## config.mk

```make
export PLATFORM = sky130hd
export DESIGN_NAME = dmem_responder_flat
export DESIGN_NICKNAME = d
export VERILOG_FILES = /design/src/rtl/dmem_pkg.sv /design/src/rtl/dmem_if.sv /design/src/rtl/dmem_array.sv /design/src/rtl/dmem_responder.sv /design/src/flat_wrapper.sv
export SDC_FILE = /design/constraint.sdc
export NUM_CORES = 1
export LEC_CHECK = 0
export BUFFER_PORTS_ARGS = -buffer_cell sky130_fd_sc_hd__buf_2
export CORE_MARGIN = 2
export CORE_UTILIZATION = 56
export DETAILED_ROUTE_END_ITERATION = 16
export PLACE_DENSITY = 0.76
export SLEW_MARGIN = 20
export SYNTH_ARGS = -nofsm -noshare
export SYNTH_HDL_FRONTEND = slang
export SYNTH_SLANG_ARGS = --single-unit
```

## constraint.sdc

```tcl
create_clock -name clk -period 4 [get_ports clk]
set_input_delay 0.8 -clock clk [delete_from_list [all_inputs] [get_ports clk]]
set_output_delay 0.8 -clock clk [all_outputs]
set_load 0.01 [all_outputs]
```

## src/rtl/dmem_pkg.sv

```systemverilog
// Shared types and constants for the data-memory responder.
package dmem_pkg;

  localparam int WORD_W = 32;
  localparam int CNT_W  = 4;

  typedef enum logic [1:0] {
    IDLE = 2'd0,
    WAIT = 2'd1,
    RESP = 2'd2
  } state_e;

endpackage

```

## src/rtl/dmem_if.sv

```systemverilog
// MEM-stage request/response bus plus the side-band preload port.
interface dmem_if
  import dmem_pkg::*;
#(
  parameter int ADDR_W = 5
);

  logic              mem_req;
  logic              mem_wmem;
  logic [ADDR_W-1:0] mem_addr;
  logic [WORD_W-1:0] mem_wdata;
  logic [WORD_W-1:0] mem_rdata;
  logic              mem_ready;
  logic              mem_err;
  logic              init_we;
  logic [ADDR_W-1:0] init_addr;
  logic [WORD_W-1:0] init_data;
  logic              init_ready;

  modport master (
    output mem_req, mem_wmem, mem_addr, mem_wdata, init_we, init_addr, init_data,
    input  mem_rdata, mem_ready, mem_err, init_ready
  );

  modport slave (
    input  mem_req, mem_wmem, mem_addr, mem_wdata, init_we, init_addr, init_data,
    output mem_rdata, mem_ready, mem_err, init_ready
  );

endinterface

```

## src/rtl/dmem_array.sv

```systemverilog
// DEPTH x 32 storage: one synchronous write port, one asynchronous read port.
// Out-of-range addresses write nothing and read as zero.
module dmem_array
  import dmem_pkg::*;
#(
  parameter int ADDR_W = 5,
  parameter int DEPTH  = 32
) (
  input  logic              clk,
  input  logic              we_i,
  input  logic [ADDR_W-1:0] waddr_i,
  input  logic [WORD_W-1:0] wdata_i,
  input  logic [ADDR_W-1:0] raddr_i,
  output logic [WORD_W-1:0] rdata_o
);

  localparam int IDX_W = (DEPTH > 1) ? $clog2(DEPTH) : 1;

  logic [WORD_W-1:0] mem_q [DEPTH];

  always_ff @(posedge clk) begin
    if (we_i && (int'(waddr_i) < DEPTH)) begin
      mem_q[waddr_i[IDX_W-1:0]] <= wdata_i;
    end
  end

  assign rdata_o = (int'(raddr_i) < DEPTH) ? mem_q[raddr_i[IDX_W-1:0]] : '0;

endmodule

```

## src/rtl/dmem_responder.sv

```systemverilog
// Data-memory slave for the MEM stage: fixed wait states, one-cycle ready
// pulse, registered load data, and a preload port usable only when idle.
//
// state | meaning
// IDLE  | no access outstanding; accepts a request or a preload write
// WAIT  | access latched, counting down wait states
// RESP  | mem_ready high for one cycle; a store commits on leaving
module dmem_responder
  import dmem_pkg::*;
#(
  parameter int ADDR_W      = 5,
  parameter int DEPTH       = 32,
  parameter int WAIT_CYCLES = 2
) (
  input logic  clk,
  input logic  reset,
  dmem_if.slave bus
);

  localparam logic [CNT_W-1:0] WAIT_LOAD = CNT_W'((WAIT_CYCLES > 0) ? WAIT_CYCLES - 1 : 0);

  state_e            state_q;
  logic [CNT_W-1:0]  cnt_q;
  logic [ADDR_W-1:0] addr_q;
  logic              wmem_q;
  logic [WORD_W-1:0] wdata_q;
  logic [WORD_W-1:0] rdata_q;
  logic              ready_q;
  logic              err_q;

  logic              init_ready_d;
  logic              store_commit_d;
  logic              in_range_d;
  logic              arr_we_d;
  logic [ADDR_W-1:0] arr_waddr_d;
  logic [WORD_W-1:0] arr_wdata_d;
  logic [ADDR_W-1:0] arr_raddr_d;
  logic [WORD_W-1:0] arr_rdata;

  // Init writes only happen in IDLE, so they can never collide with a store commit.
  always_comb begin
    init_ready_d   = (state_q == IDLE) && !bus.mem_req && !reset;
    store_commit_d = (state_q == RESP) && wmem_q && !reset;
    arr_we_d       = store_commit_d || (bus.init_we && init_ready_d);
    arr_waddr_d    = store_commit_d ? addr_q  : bus.init_addr;
    arr_wdata_d    = store_commit_d ? wdata_q : bus.init_data;
    arr_raddr_d    = (state_q == IDLE) ? bus.mem_addr : addr_q;
    in_range_d     = int'(arr_raddr_d) < DEPTH;
  end

  dmem_array #(
    .ADDR_W (ADDR_W),
    .DEPTH  (DEPTH)
  ) u_array (
    .clk     (clk),
    .we_i    (arr_we_d),
    .waddr_i (arr_waddr_d),
    .wdata_i (arr_wdata_d),
    .raddr_i (arr_raddr_d),
    .rdata_o (arr_rdata)
  );

  always_ff @(posedge clk) begin
    if (reset) begin
      state_q <= IDLE;
      cnt_q   <= '0;
      ready_q <= 1'b0;
      err_q   <= 1'b0;
      rdata_q <= '0;
    end else begin
      ready_q <= 1'b0;
      err_q   <= 1'b0;
      rdata_q <= '0;
      case (state_q)
        IDLE: begin
          if (bus.mem_req) begin
            addr_q  <= bus.mem_addr;
            wmem_q  <= bus.mem_wmem;
            wdata_q <= bus.mem_wdata;
            if (WAIT_CYCLES > 0) begin
              state_q <= WAIT;
              cnt_q   <= WAIT_LOAD;
            end else begin
              // Zero wait states: the read address is still the live request address.
              state_q <= RESP;
              ready_q <= 1'b1;
              err_q   <= !in_range_d;
              rdata_q <= bus.mem_wmem ? '0 : arr_rdata;
            end
          end
        end
        WAIT: begin
          if (cnt_q == '0) begin
            state_q <= RESP;
            ready_q <= 1'b1;
            err_q   <= !in_range_d;
            rdata_q <= wmem_q ? '0 : arr_rdata;
          end else begin
            cnt_q <= cnt_q - CNT_W'(1);
          end
        end
        RESP:    state_q <= IDLE;
        default: state_q <= IDLE;
      endcase
    end
  end

  assign bus.mem_rdata  = rdata_q;
  assign bus.mem_ready  = ready_q;
  assign bus.mem_err    = err_q;
  assign bus.init_ready = init_ready_d;

endmodule

```

## src/flat_wrapper.sv

```systemverilog
// flat-port wrapper written by rule: the top's interface ports become plain ports
module dmem_responder_flat import dmem_pkg::*;
#(
  parameter int ADDR_W      = 5,
  parameter int DEPTH       = 32,
  parameter int WAIT_CYCLES = 2
)
  (clk, reset, bus_mem_req, bus_mem_wmem, bus_mem_addr, bus_mem_wdata, bus_init_we, bus_init_addr, bus_init_data, bus_mem_rdata, bus_mem_ready, bus_mem_err, bus_init_ready);
  dmem_if #(.ADDR_W(ADDR_W)) bus_i ();
  input logic clk;
  input logic reset;
  input wire logic [$bits(bus_i.mem_req)-1:0] bus_mem_req;
  input wire logic [$bits(bus_i.mem_wmem)-1:0] bus_mem_wmem;
  input wire logic [$bits(bus_i.mem_addr)-1:0] bus_mem_addr;
  input wire logic [$bits(bus_i.mem_wdata)-1:0] bus_mem_wdata;
  input wire logic [$bits(bus_i.init_we)-1:0] bus_init_we;
  input wire logic [$bits(bus_i.init_addr)-1:0] bus_init_addr;
  input wire logic [$bits(bus_i.init_data)-1:0] bus_init_data;
  output wire logic [$bits(bus_i.mem_rdata)-1:0] bus_mem_rdata;
  output wire logic [$bits(bus_i.mem_ready)-1:0] bus_mem_ready;
  output wire logic [$bits(bus_i.mem_err)-1:0] bus_mem_err;
  output wire logic [$bits(bus_i.init_ready)-1:0] bus_init_ready;
  assign bus_i.mem_req = bus_mem_req;
  assign bus_i.mem_wmem = bus_mem_wmem;
  assign bus_i.mem_addr = bus_mem_addr;
  assign bus_i.mem_wdata = bus_mem_wdata;
  assign bus_i.init_we = bus_init_we;
  assign bus_i.init_addr = bus_init_addr;
  assign bus_i.init_data = bus_init_data;
  assign bus_mem_rdata = bus_i.mem_rdata;
  assign bus_mem_ready = bus_i.mem_ready;
  assign bus_mem_err = bus_i.mem_err;
  assign bus_init_ready = bus_i.init_ready;
  dmem_responder #(.ADDR_W(ADDR_W), .DEPTH(DEPTH), .WAIT_CYCLES(WAIT_CYCLES)) u_core (.clk(clk), .reset(reset), .bus(bus_i));
endmodule
```

# Word-level counts from Yosys, hierarchy flattened
# Memories as Yosys holds them, arrays and structs flattened. A register that Yosys moved wholly into a read port is not among the register bits.
# Index checks and enable logic that the tools add are counted.
[word_totals]
word_cells = 44
output_inout_bits = 35
n_memories = 1
ramBits = 1024
ff_bits = 45
input_bits = 79
[memory_table]
columns = ["name", "depth", "word_bits", "read_ports", "rd_ports_with_merged_regs", "wr", "line", "source"]
rows = [
  ["u_core.u_array.mem_q", 32, 32, 1, 1, 1, "dmem_array.sv:19", "logic [WORD_W-1:0] mem_q [DEPTH];"],
]
[classes]
n_mux = 12
n_bitwise = 3
n_reduce_logical = 16
add_sub_neg = 1
n_eq_ne = 5
[op_table]
columns = ["operator", "n"]
rows = [
  ["$mux W32", 1],
  ["$mux W5", 2],
  ["$mux W4", 2],
  ["$pmux W4 S2", 1],
  ["$reduce_and A3 Y1", 2],
  ["$logic_and A1 B1 Y1", 5],
  ["$logic_not A4 Y1", 1],
  ["$mux W2", 2],
  ["$ne A2 B2 Y1 const B", 2],
  ["$pmux W2 S2", 1],
  ["$reduce_or A4 Y1", 1],
  ["$sub A4 B1 Y4 const B", 1],
  ["$mux W1", 3],
  ["$not A1 Y1", 3],
  ["$eq A2 B1 Y1 const B", 1],
  ["$eq A2 B2 Y1 const B", 1],
  ["$logic_not A1 Y1", 2],
  ["$logic_not A2 Y1", 1],
  ["$ne A2 B1 Y1 const B", 1],
  ["$reduce_and A2 Y1", 1],
  ["$reduce_bool A2 Y1", 1],
  ["$reduce_or A2 Y1", 1],
  ["$logic_or A1 B1 Y1", 1],
]

# Longest topological paths before layout
[depth]
word_depth = 7
mapped_depth = 12
mapped_depth_nobuf = 7

# Cells and area by module
# From an unflattened synthesis, not the netlist that was laid out.
[hier_totals]
cells_unflattened = 2422
hier_area_um2 = 42842.3
[modules_own_cells]
columns = ["mod", "n_inst", "area_each_um2", "cells_per_inst", "seq_area_each_um2"]
rows = [
  ["dmem_array", 1, 39844.5, 2228, 30749.5],
  ["dmem_responder", 1, 2997.9, 194, 1921.8],
]

# Worst setup path before layout
# No wires, ideal clock.
[synth_timing]
kind = "register to register"
start = "reg u_core.state_q[1]"
end = "reg u_core.addr_q[0] (enable)"
required_time_ns = 3.511
t_arrival_ns = 3.939
setup_ns = 0.489
setup_slack_ns = -0.428
period_less_slack_ns = 4.428
stages_incl_launch_ff = 7
path_buffers = 4
cell_sequence = "dfxtp_1 buf_4 buf_2 or2_1 buf_4 buf_6 nor3b_1"
[synth_between]
elab_chain_len = 2
[synth_rtl]
columns = ["element", "line", "source"]
rows = [
  ["start: declaration", "dmem_responder.sv:22", "state_e state_q;"],
  ["start signal: assignment", "dmem_responder.sv:65", "state_q <= IDLE;"],
  ["start signal: assignment", "dmem_responder.sv:81", "state_q <= WAIT;"],
  ["start signal: assignment", "dmem_responder.sv:85", "state_q <= RESP;"],
  ["$logic_not A2 Y1", "dmem_responder.sv:74", "case (state_q)"],
  ["$reduce_and A3 Y1 (no source line)", "n/a", ""],
  ["end signal: assignment", "dmem_responder.sv:77", "addr_q <= bus.mem_addr;"],
  ["end: declaration", "dmem_responder.sv:24", "logic [ADDR_W-1:0] addr_q;"],
]
# Every way passes these cells.
# A chain may end at the register's enable or synchronous reset.

# Final worst setup path
[layout_timing]
start = "reg u_core.state_q[0]"
end = "reg u_core.rdata_q[10] (netlist: u_core.bus.mem_rdata[10])"
[layout_between]
elab_chain_len = 3
word_cells_on_any_way = 5
cone_classes = "eq/ne: 1; mux: 1; bitwise: 1; reduce/logical: 2"
[layout_rtl]
columns = ["element", "line", "source"]
rows = [
  ["$eq A2 B1 Y1", "dmem_responder.sv:74", ""],
  ["$not A1 Y1 (no source line)", "n/a", ""],
  ["$reduce_or A4 Y1 (no source line)", "n/a", ""],
  ["end signal: assignment", "dmem_responder.sv:88", "rdata_q <= bus.mem_wmem ? '0 : arr_rdata;"],
  ["end signal: assignment", "dmem_responder.sv:97", "rdata_q <= wmem_q ? '0 : arr_rdata;"],
  ["end: declaration", "dmem_responder.sv:27", "logic [WORD_W-1:0] rdata_q;"],
]
# Several ways; a longest one is shown, not always the timed one.

==> results.yml <==
setup_path:
  required_ps: 4520
  arrival_ps: 4430
  worstRegToRegCells: 9
  critPathLaunchType: "register"
  timing.critical_path.fanout_max: 54
  ff2ff_setup_slack_ps: 90
  critical_path_class: "register to register"
  critPathCaptureType: "register"
detailed_routing:
  vias_per_cell: 6.59
  vias: 26700
  routed_wire_length_per_instance_um: 28.5
  drt.antenna.violating_nets: 0
  dr.pass1.iters: 8
  drc_errors: 0
  drt_iter0_markers: 3548
  routed_wl_um: 115000
floorplan:
  initial_standard_cell_utilization_of_the_core_pct: 56.7
  floorplan.die.height_um: 282
  coreArea_um2: 76200
  die_width_um: 282
  die_area_um2: 79400
  rows: 101
  ioPinCount: 114
power:
  share_seq_of_total_power_pct: 49.6
  internal_power_consumption_mw: 19.2
  pwr-share-clk_pct: 36.7
  power.ir.vdd_worst_uv: 399
  power_density_nw_per_um2: 525
  sw_frac_of_total_pct: 25.6
  power.switching_mw: 6.62
  cellLeakagePower_nw: 16.4
  combinational_share_of_power_pct: 13.7
clocking:
  tritoncts: "yes"
  cts.htree.levels: 3
  cts_sinks: 1101
  clkTransAtPathRegs_ps: 60
  clock_tree.buffer_depth: 3
  insertion_delay_ps: 690
  clk_root_buffer_cell: "sky130_fd_sc_hd__clkbuf_16"
  cts-buffers-inserted: 104
yosys:
  synth.ff_latch_count: 1101
  synth_instances: 2743
  netlist_area_um2: 43200
  synth_top_cells_by_count: "sky130_fd_sc_hd__edfxtp_1 (1062), sky130_fd_sc_hd__nand2_1 (299), sky130_fd_sc_hd__nor2_1 (151)"
  post_syn_nets: 2824
  top_cells_by_area_in_the_synthesized_netlist: "sky130_fd_sc_hd__edfxtp_1 (74%), sky130_fd_sc_hd__mux4_2 (2.9%), sky130_fd_sc_hd__mux2i_1 (2.6%)"
  yosys.cell_types.count: 74
  synth_enable_flop_cells: 1062
  post-synth-top-area-cell: "sky130_fd_sc_hd__edfxtp_1"
  synth.yosys.seq_area_share_pct: 75.6
  synth_most_common_cell: "sky130_fd_sc_hd__edfxtp_1"
  yosys_warnings: 0
  share_of_flip_flops_with_an_asynchronous_set_or_reset_pct: 0
  postSynthAreaPerCell_um2: 15.7
  yosys_most_used_dff: "sky130_fd_sc_hd__edfxtp_1"
  synth_top_cell_area_share_pct: 73.8
timing:
  final_critical_path_setup_slack_ps: 90.5
  clock.fmax_mhz: 256
  worstMarginPinSlew_ps: 1210
  finalSetupTns_ps: 0
  min_period_over_period_pct: 97.7
  finalSetupViolations: 0
  rsz_0062_raised_after_global_routing: "no"
  hold_violations: 0
  timing.clock.skew_ps: 29.9
  slew_viol_final: 0
  period_needed_ps: 3910
  slew-limit-headroom_pct: 19.0
final_layout:
  stdcell_area_um2: 49200
  area_growth_syn_to_layout_pct: 14.0
  final_nets: 3017
  antenna_cells_inserted: 0
  nFillCells: 5142
  post_route_cells_drive_above_1_share_pct: 18.6
place:
  detailed_place.area_um2: 45900
  place_hpwl_um: 67300
  gp_routability_congestion: 0.928
  buffer_ports.inserted: 112
  post-place-ws_ps: -196
job:
  cap_viol_max_count: 0
global_route:
  grt_antenna_before_repair: 2
  leftover_overflow_at_the_end_of_global_routing: 0
  first_global_vias: 26400
  grtUsageTotal_pct: 29.1
  grt_pass1_wl_um: 168000
  grt_max_degree: 85
run_status:
  status: "finished clean"
worst_hold_path:
  worst_hold_path_type: "primary input to register"
  hold_path_depth: 1
final timing paths:
path	startpoint	end
setup reg to reg	u_core.state_q[0]	u_core.bus.mem_rdata[10]
hold / removal	bus_mem_wdata[11]	u_core.wdata_q[11]
hold reg to reg	u_core.cnt_q[3]	u_core.cnt_q[3]
setup / recovery	u_core.state_q[0]	u_core.bus.mem_rdata[10]
stage by stage:
| step | util [%] | cells | total power, mW | hold WS (ps) |
|---|---|---|---|---|
| 6_report | 64.6 | 4051 | 25.9 | 291 |
| 5_1_grt | 64.6 | 4051 | 26.5 | 271 |
| 4_1_cts | 64.6 | 4050 | 25.9 | 272 |
| 3_5_place_dp | 60.3 | 3859 | 16.5 | 544 |
| 3_3_place_gp | 60.3 | 3859 | 16.4 | 536 |
| 2_1_floorplan | - | 2743 | 15.2 | 523 |
final cells by class:
cell class / instances / area, um2 / share of cell area [%]
well taps: 1030 / 1290 / 2.62
flip-flops and latches: 1101 / 32700 / 66.3
inverters: 4 / 15.0 / 0.0305
clock buffers: 134 / 2800 / 5.68
repair buffers: 274 / 2090 / 4.24
multi-input cells: 1451 / 9900 / 20.1
clock inverters: 57 / 478 / 0.971
power by group through the flow:
| stage | sequential, mW | combinational, mW | clock (mW) |
|---|---|---|---|
| CTS | 12.8 | 3.46 | 9.59 |
| global route | 12.8 | 3.71 | 10.0 |
| floorplan | 13.0 | 2.17 | 0 |
| global placement | 13.1 | 3.33 | 0 |
| detailed placement | 13.1 | 3.43 | 0 |
| finish | 12.8 | 3.54 | 9.50 |
state kept, by name (all words and copies together) (netlist names):
signal and count:
u_core.bus.mem_ready 1, u_core.wdata_q 32, u_core.cnt_q 4, u_core.bus.mem_rdata 32, u_core.addr_q 5, u_core.wmem_q 1
u_core.state_q 2, u_core.u_array.mem_q 1024
worst max-delay path, stage by stage (launching register included):
cell,delay [ps]
sky130_fd_sc_hd__dfxtp_1,600
sky130_fd_sc_hd__buf_4,370
sky130_fd_sc_hd__o21ai_4,160
sky130_fd_sc_hd__buf_4,550
sky130_fd_sc_hd__nand2_4,400
sky130_fd_sc_hd__buf_4,310
sky130_fd_sc_hd__nor3_1,300
sky130_fd_sc_hd__nor4_1,100
sky130_fd_sc_hd__a2111oi_0,830
sky130_fd_sc_hd__a211oi_1,80
per-layer routing:
layer / global-route usage [%] / up-vias / routed length (um)
met4: 12.3 / 4 / 5010
li1: - / 11200 / -
met2: 47.1 / 1797 / 55500
met1: 38.4 / 13400 / 42300
met5: 0 / - / 26
met3: 6.46 / 299 / 12600
cells in the final DEF, fill, tap and decap left out, drive strengths merged, types with 17 or more instances in the layout:
cell,instances
nor3,22
o22ai,32
buf,274
clkinv,44
and3,50
a31oi,67
mux4,56
or4,17
a21oi,61
clkbuf,134
nand2,302
mux2i,115
a32oi,31
a22o,21
a41oi,17
nand3,96
edfxtp,1062
dfxtp,39
nor2,154
o21ai,149
a211oi,92
what timing repair did:
action,4_1_cts,5_1_grt
pin swaps,0,1
buffers inserted,0,0
hold buffers,0,0
setup endpoints to repair,3,2
resized for setup,3,0
cloned,0,1
cell families (layout without fill, tap and decap cells):
group | after synthesis | after routing | synth area share, %
buffers and inverters | 192 | 469 | 2.27
xor gates and xnor gates | 2 | 2 | 0.0406
other | 1 | 1 | 0.00868
DFF | 1101 | 1101 | 75.6
AOI/OAI and AO/OA | 556 | 556 | 8.67
and+or+nand+nor | 715 | 716 | 7.65
adders and majority gates | 2 | 2 | 0.0579
muxes | 174 | 174 | 5.67
Power figures use the tool's default switching activity.
